$ cat config.mk
export PLATFORM = sky130hd
export DESIGN_NAME = ex_mem_stage_reg
export DESIGN_NICKNAME = d
export VERILOG_FILES = /design/src/rtl/pipe_pkg.sv /design/src/rtl/sat_counter.sv /design/src/rtl/ex_mem_stage_reg.sv
export SDC_FILE = /design/constraint.sdc
export NUM_CORES = 1
export LEC_CHECK = 0
export ABC_AREA = 1
export BUFFER_PORTS_ARGS = -buffer_cell sky130_fd_sc_hd__buf_4
export CAP_MARGIN = 25
export CORE_MARGIN = 2
export CORE_UTILIZATION = 50
export DETAILED_ROUTE_END_ITERATION = 12
export PLACE_DENSITY = 0.82
export REMOVE_ABC_BUFFERS = 1
export SKIP_CTS_REPAIR_TIMING = 1
export SYNTH_ARGS = -nofsm -noshare
export SYNTH_HDL_FRONTEND = slang
export SYNTH_SLANG_ARGS = --single-unit
$ cat constraint.sdc
create_clock -name clock -period 3.4 [get_ports clock]
set_clock_uncertainty 0.1 [all_clocks]
set_input_delay 0.34 -clock clock [delete_from_list [all_inputs] [get_ports clock]]
set_output_delay 0.34 -clock clock [all_outputs]
set_load 0.01 [all_outputs]
$ cat src/rtl/pipe_pkg.sv
// -----------------------------------------------------------------------------
// pipe_pkg
// Shared definitions for the five-stage MIPS pipeline registers.
//   - Bit positions of the WB and M control fields.
//   - NOP instruction encoding (all zeros, i.e. sll $0,$0,0).
//   - Default widths for the WB/M control fields and register addresses.
// -----------------------------------------------------------------------------
package pipe_pkg;

    // Write-back control field bit positions
    localparam int WB_REGWRITE = 1;
    localparam int WB_MEMTOREG = 0;

    // Memory control field bit positions
    localparam int M_BRANCH    = 2;
    localparam int M_MEMREAD   = 1;
    localparam int M_MEMWRITE  = 0;

    // Instruction word inserted by a flush
    localparam logic [31:0] NOP_INST = 32'h0000_0000;

    // Default field widths
    localparam int WB_W_DEF    = 2;
    localparam int M_W_DEF     = 3;
    localparam int REG_AW_DEF  = 5;

endpackage : pipe_pkg

$ cat src/rtl/sat_counter.sv
// -----------------------------------------------------------------------------
// sat_counter
// Event counter that increments by one on each clock where inc is high and
// sticks at its all-ones maximum instead of wrapping.
//   clock    in   rising-edge clock
//   reset_n  in   asynchronous active-low reset, clears the count
//   inc      in   count this cycle
//   count    out  W-bit saturating count
// -----------------------------------------------------------------------------
module sat_counter #(
    parameter int W = 16
) (
    input  logic         clock,
    input  logic         reset_n,
    input  logic         inc,
    output logic [W-1:0] count
);

    logic [W-1:0] r_count;
    logic         w_at_max;

    assign w_at_max = &r_count;

    always_ff @(posedge clock or negedge reset_n) begin
        if (!reset_n) begin
            r_count <= '0;
        end else if (inc && !w_at_max) begin
            r_count <= r_count + 1'b1;
        end
    end

    assign count = r_count;

endmodule : sat_counter

$ cat src/rtl/ex_mem_stage_reg.sv
// -----------------------------------------------------------------------------
// ex_mem_stage_reg
// EX/MEM pipeline register with hold (stall), bubble insertion (flush),
// valid-gated forwarding outputs for the hazard unit and saturating
// stall/flush event counters.
//
// Per-edge action priority: flush > stall > load.
//
// Ports
//   clock, reset_n            rising-edge clock, async active-low reset
//   stall, flush              hazard-unit controls, sampled at the edge
//   in_valid                  EX stage holds a real instruction
//   inst_in/alu_in/store_in   instruction, ALU result, store data
//   dest_in/wb_in/m_in        destination register, WB and M controls
//   out_valid, *_out          registered copies of the above
//   fwd_en/fwd_dest/fwd_data  forwarding source, derived from registers only
//   stall_cnt/flush_cnt       saturating event counts
// -----------------------------------------------------------------------------
module ex_mem_stage_reg
    import pipe_pkg::*;
#(
    parameter int DATA_W = 32,
    parameter int INST_W = 32,
    parameter int REG_AW = REG_AW_DEF,
    parameter int WB_W   = WB_W_DEF,
    parameter int M_W    = M_W_DEF,
    parameter int CNT_W  = 16
) (
    input  logic              clock,
    input  logic              reset_n,
    input  logic              stall,
    input  logic              flush,
    input  logic              in_valid,
    input  logic [INST_W-1:0] inst_in,
    input  logic [DATA_W-1:0] alu_in,
    input  logic [DATA_W-1:0] store_in,
    input  logic [REG_AW-1:0] dest_in,
    input  logic [WB_W-1:0]   wb_in,
    input  logic [M_W-1:0]    m_in,
    output logic              out_valid,
    output logic [INST_W-1:0] inst_out,
    output logic [DATA_W-1:0] alu_out,
    output logic [DATA_W-1:0] store_out,
    output logic [REG_AW-1:0] dest_out,
    output logic [WB_W-1:0]   wb_out,
    output logic [M_W-1:0]    m_out,
    output logic              fwd_en,
    output logic [REG_AW-1:0] fwd_dest,
    output logic [DATA_W-1:0] fwd_data,
    output logic [CNT_W-1:0]  stall_cnt,
    output logic [CNT_W-1:0]  flush_cnt
);

    logic              r_valid;
    logic [INST_W-1:0] r_inst;
    logic [DATA_W-1:0] r_alu;
    logic [DATA_W-1:0] r_store;
    logic [REG_AW-1:0] r_dest;
    logic [WB_W-1:0]   r_wb;
    logic [M_W-1:0]    r_m;

    logic              w_stall_inc;
    logic              w_fwd_en;

    // Field registers
    always_ff @(posedge clock or negedge reset_n) begin
        if (!reset_n) begin
            r_valid <= 1'b0;
            r_inst  <= '0;
            r_alu   <= '0;
            r_store <= '0;
            r_dest  <= '0;
            r_wb    <= '0;
            r_m     <= '0;
        end else if (flush) begin
            r_valid <= 1'b0;
            r_inst  <= INST_W'(NOP_INST);
            r_alu   <= '0;
            r_store <= '0;
            r_dest  <= '0;
            r_wb    <= '0;
            r_m     <= '0;
        end else if (!stall) begin
            r_valid <= in_valid;
            r_inst  <= inst_in;
            r_alu   <= alu_in;
            r_store <= store_in;
            r_dest  <= dest_in;
            // An invalid slot still captures its data but must never write
            // the register file or memory downstream.
            r_wb    <= in_valid ? wb_in : '0;
            r_m     <= in_valid ? m_in  : '0;
        end
    end

    // A cycle with both stall and flush is accounted as a flush only.
    assign w_stall_inc = stall & ~flush;

    sat_counter #(.W(CNT_W)) u_stall_cnt (
        .clock   (clock),
        .reset_n (reset_n),
        .inc     (w_stall_inc),
        .count   (stall_cnt)
    );

    sat_counter #(.W(CNT_W)) u_flush_cnt (
        .clock   (clock),
        .reset_n (reset_n),
        .inc     (flush),
        .count   (flush_cnt)
    );

    // Forwarding is derived from the registered stage only; writes to $0
    // are never forwarded.
    assign w_fwd_en = r_valid & r_wb[WB_REGWRITE] & (r_dest != '0);

    assign out_valid = r_valid;
    assign inst_out  = r_inst;
    assign alu_out   = r_alu;
    assign store_out = r_store;
    assign dest_out  = r_dest;
    assign wb_out    = r_wb;
    assign m_out     = r_m;
    assign fwd_en    = w_fwd_en;
    assign fwd_dest  = w_fwd_en ? r_dest : '0;
    assign fwd_data  = r_alu;

endmodule : ex_mem_stage_reg

Word-level counts from Yosys, hierarchy flattened
Cells that the tools add are included.

storage, ports and cells
  flip-flop bits (word level) = 139
  bits in latches = 0
  memory bits (writable) = 0
  bits in read-only memories = 0
  bits of input ports = 111
  word-level logic and storage cells = 40
  memories kept = 0

operators by class
  add/subtract/negate cells = 2
  multiply operators = 0
  divide/modulo/power cells = 0
  magnitude comparators = 0
  equality and inequality tests = 1
  shift operators = 0
  muxes and demuxes = 17
  bitwise gates (word level) = 4
  reductions and logical operators = 7

operator list
  operator               number
  $mux 32                6
  $add 16x1->16 const B  2
  $reduce_and 16->1      2
  $mux 5                 3
  $mux 3                 3
  $mux 2                 3
  $reduce_bool 5->1      1
  $and 1x1->1            3
  $logic_and 1x1->1      2
  $logic_not 1->1        2
  $mux 1                 2
  $ne 2x1->1 const B     1
  $not 1->1              1

Depth between registers and ports, before layout
  word-level depth = 3
  depth in mapped cells = 10
  gate-level depth less buffers = 9

By module
A second synthesis with hierarchy kept.

second synthesis, totals
  cell total of the unflattened synthesis = 815
  area total of the unflattened synthesis = 6473.7 um^2

modules (own cells, without submodules)
  module            times used  cells an instance  area each (um^2)  seq. area each (um^2)
  ex_mem_stage_reg  1           499                4369.2            2677.6
  sat_counter       2           158                1052.3            400.4

Worst setup path before layout
No wires, ideal clock.

  kind = reg-to-reg
  from = reg u_stall_cnt.r_count[0] (netlist: u_stall_cnt.count[0])
  to = reg u_stall_cnt.r_count[10] (netlist: u_stall_cnt.count[10])
  setup time = 0.118 ns
  data arrival time = 1.422 ns
  data required time = 3.182 ns
  path slack = 1.761 ns
  stages on the path, launching flop included = 10
  clock period less this slack = 1.639 ns
  cells stage by stage = dfrtp_1 ha_1 nand3_2 inv_1 nand2_1 nor2_2 nor2_1 clkbuf_8 nand2_1 o21ai_2

on the way
  cells in the longest elaborated chain, start to end = 3
  elaborated cells between the ends (all ways) = 4
  those cells by class = add/sub: 1; reduce/logical: 3

RTL lines
  element                                                line               RTL
  from (decl)                                            sat_counter.sv:19  logic [W-1:0] r_count;
  from (signal assigned)                                 sat_counter.sv:28  r_count <= r_count + 1'b1;
  branches (longest 3 deep; another with $add 16x1->16)  --

Several ways; the timed one is not identified.
A chain may end at the register's enable or synchronous reset.

Worst setup path in the final report
  from = reg u_stall_cnt.r_count[0] (netlist: u_stall_cnt.count[0])
  to = reg u_stall_cnt.r_count[8] (netlist: u_stall_cnt.count[8])

The elaborated chain is that of the path after synthesis.

==> results.sh <==
export IMPL_die_area_sq_um=13000
export IMPL_ir_drop_mv=0.349
export IMPL_ys_warn_count=0
export IMPL_overflow=0
export IMPL_tightest_slew_ps=826
export IMPL_r2r_start="u_stall_cnt.count[0]$_DFFE_PN0P_"
export IMPL_cts_root_buf="clkbuf_16"
export IMPL_ys_ff_latch=139
export IMPL_h_tree_depth=4
export IMPL_vias=5367
export IMPL_start_util_pct=51.0
export IMPL_grt_usage_pct=28.3
export IMPL_first_global_vias=5233
export IMPL_firstDrtPassIters=4
export IMPL_rows=40
export IMPL_worstHoldStart="dest_in[0]"
export IMPL_pin_count=288
export IMPL_routed_wl_mm=18.3
export IMPL_critPathRequiredTime_ps=3650
export IMPL_final_cell_mix="buf_4 (288), dfrtp_1 (139), nand2_1 (129)"
export IMPL_n_fill_cell=839
export IMPL_fin_nets=953
export IMPL_crit_arrival_ps=2420
export IMPL_hold_end="dest_out[0]$_DFFE_PN0P_"
export IMPL_final_cells=1000
export IMPL_fin_crit_ps=2160
export IMPL_reg2regPathDepth=8
export IMPL_maxSlewViolCount=0
export IMPL_first_iter_violations=381
export IMPL_worstSetupPathType="reg -> reg"
export IMPL_rsz0062_at_grt="false"
export IMPL_grt_busiest_layer="met2"
export IMPL_met1_usage_pct=33.9
export IMPL_yosysSeqAreaShare_pct=57.3
export IMPL_use_met3_pct=7.36
export IMPL_layout_commonest_cell="buf_4"
export IMPL_place_hpwl_mm=13.2
export IMPL_synth_area_sq_um=6070
export IMPL_fmax_mhz=462
export IMPL_hold_class="in -> reg"
export IMPL_finalCritPeriodShare_pct=63.6
export IMPL_synth_distinct_cells=27
export IMPL_cts_sinks=139
export IMPL_clk_latency_ps=420
export IMPL_num_antenna_cells=0
export IMPL_clk_pin_slew_ps=60
export IMPL_cts_buffers=17
export IMPL_tns_ps=0
export IMPL_die_width_um=114
export IMPL_relSlewSlack_pct=44.7
export IMPL_port_buffers=287
export IMPL_wl_per_cell_um=18.3
export IMPL_placed_cells_incl_taps=967
export IMPL_synth_avg_cell_area_sq_um=10.4
export IMPL_viasPerCell=5.37
export IMPL_whs_ps=34.6
export IMPL_cts_tree="yes"
export IMPL_drive_above_1_share_pct=40.0
export IMPL_setup_worst_path_end_class="flip-flop"
export IMPL_place_gp_congestion=0.942
export IMPL_p_leak_nw=4.56
export IMPL_cp_start_kind="flip-flop"
export IMPL_antenna_found_initial=0
export IMPL_die_y_um=114
export IMPL_whs_path_depth=3
export IMPL_outcome="finished clean"
export IMPL_cap_violations=0
export IMPL_power_density_nw_per_um2=532
export IMPL_finalSetupViolCount=0
export IMPL_cts_path_max_buffers=2
export IMPL_drcViolationCount=0
export IMPL_rrSetupSlack_ps=1240
export IMPL_area_growth_pct=43.6
export IMPL_critPathMaxFanout=11
export IMPL_grt_max_degree=90
export IMPL_use_met2_pct=49.4
export IMPL_timing_rr_end="u_stall_cnt.count[8]$_DFFE_PN0P_"
export IMPL_grt_pass1_wl_mm=28.0
export IMPL_finalHoldViolations=0
export IMPL_netlist_instances=585
export IMPL_coreArea_sq_um=11900
export IMPL_detail_route_antenna_nets=0
-- layer usage --
layer	wire [um]	vias up
li1	-	2483
met4	378	0
met3	1240	33
met1	7350	2615
met5	0	-
met2	9330	236
-- area by class of cell --
class	count	area [sq um]	area share (%)
sequential	139	3480	39.9
inverter	45	170	1.95
timing repair buffer	292	2220	25.5
multi-input combinational	345	2030	23.3
tap	147	184	2.11
clock buffer	24	502	5.75
clock inverter	8	131	1.51
-- worst max-delay path by stage --
stage / from / cells past startpoint / slack (ps) / endpoint
after floorplan: flush / 2 / 560 / alu_out[0]$_DFFE_PN0P_
after global placement: u_stall_cnt.count[0]$_DFFE_PN0P_ / 8 / 1440 / u_stall_cnt.count[7]$_DFFE_PN0P_
after detailed placement: u_stall_cnt.count[0]$_DFFE_PN0P_ / 8 / 1320 / u_stall_cnt.count[10]$_DFFE_PN0P_
after CTS: u_stall_cnt.count[0]$_DFFE_PN0P_ / 8 / 1240 / u_stall_cnt.count[8]$_DFFE_PN0P_
after global routing: u_stall_cnt.count[0]$_DFFE_PN0P_ / 8 / 1060 / u_stall_cnt.count[8]$_DFFE_PN0P_
final: u_stall_cnt.count[0]$_DFFE_PN0P_ / 8 / 1240 / u_stall_cnt.count[8]$_DFFE_PN0P_
-- stage by stage --
stage | instance area, sq um | worst slack [ps] | power [mW] | utilization [%]
2_1_floorplan | 5670 | 556 | 2.23 | -
3_3_place_gp | 8080 | 1440 | 2.68 | 67.8
3_5_place_dp | 8080 | 1320 | 2.70 | 67.8
4_1_cts | 8710 | 1240 | 4.66 | 73.1
5_1_grt | 8720 | 1060 | 4.81 | 73.2
6_report | 8720 | 1240 | 4.64 | 73.2
-- registers in the layout, indices dropped and copies added, names as in the netlist --
signal and cells:
u_flush_cnt.count 16, alu_out 32, inst_out 32, u_stall_cnt.count 16, store_out 32, m_out 3
out_valid 1, dest_out 5, wb_out 2
-- cells by family (layout without fill, tap and decap cells) --
kind of cell	count (synthesis)	in the layout	synth area share, %
AOI/OAI and AO/OA	123	123	16.8
and+or+nand+nor	215	215	15.4
adders and majority gates	2	2	0.412
buffers and inverters	101	369	9.37
xor gates and xnor gates	5	5	0.721
DFF	139	139	57.3
-- cells in the mapped netlist --
library cell,number,area (sq um)
o21ai_2,4,35.0
ha_1,2,25.0
inv_1,43,161
nor2_2,4,25.0
o21ai_1,1,5.00
o21ai_0,16,80.1
nand3_2,1,10.0
buf_4,35,263
xor2_1,1,8.76
a22o_1,97,850
clkbuf_1,11,41.3
nand2_1,129,484
nand3b_1,4,30.0
buf_6,6,67.6
clkbuf_8,1,13.8
inv_2,2,7.51
nor3_1,3,15.0
nand2_2,5,31.3
buf_2,3,15.0
nand2_4,1,11.3
nand4_1,14,87.6
a32o_1,5,50.1
nor2_1,37,139
nand3_1,14,70.1
dfrtp_1,139,3480
nor2_4,3,33.8
xnor2_1,4,35.0
-- power by group --
part	total, mW	leakage, nW	internal (mW)	switching, mW
Clock	1.96	0.303	1.26	0.703
Combinational	0.751	2.42	0.386	0.366
Sequential	1.93	1.84	1.78	0.146
-- worst max-delay path, stage by stage, from the launching register on --
cell,delay (ps)
dfrtp_1,450
ha_1,300
nand3_2,110
inv_1,80
nand2_1,110
nor2_2,70
nor2_1,630
nand2_1,160
o21ai_2,100
No activity file was read; power rests on OpenSTA's default activity.
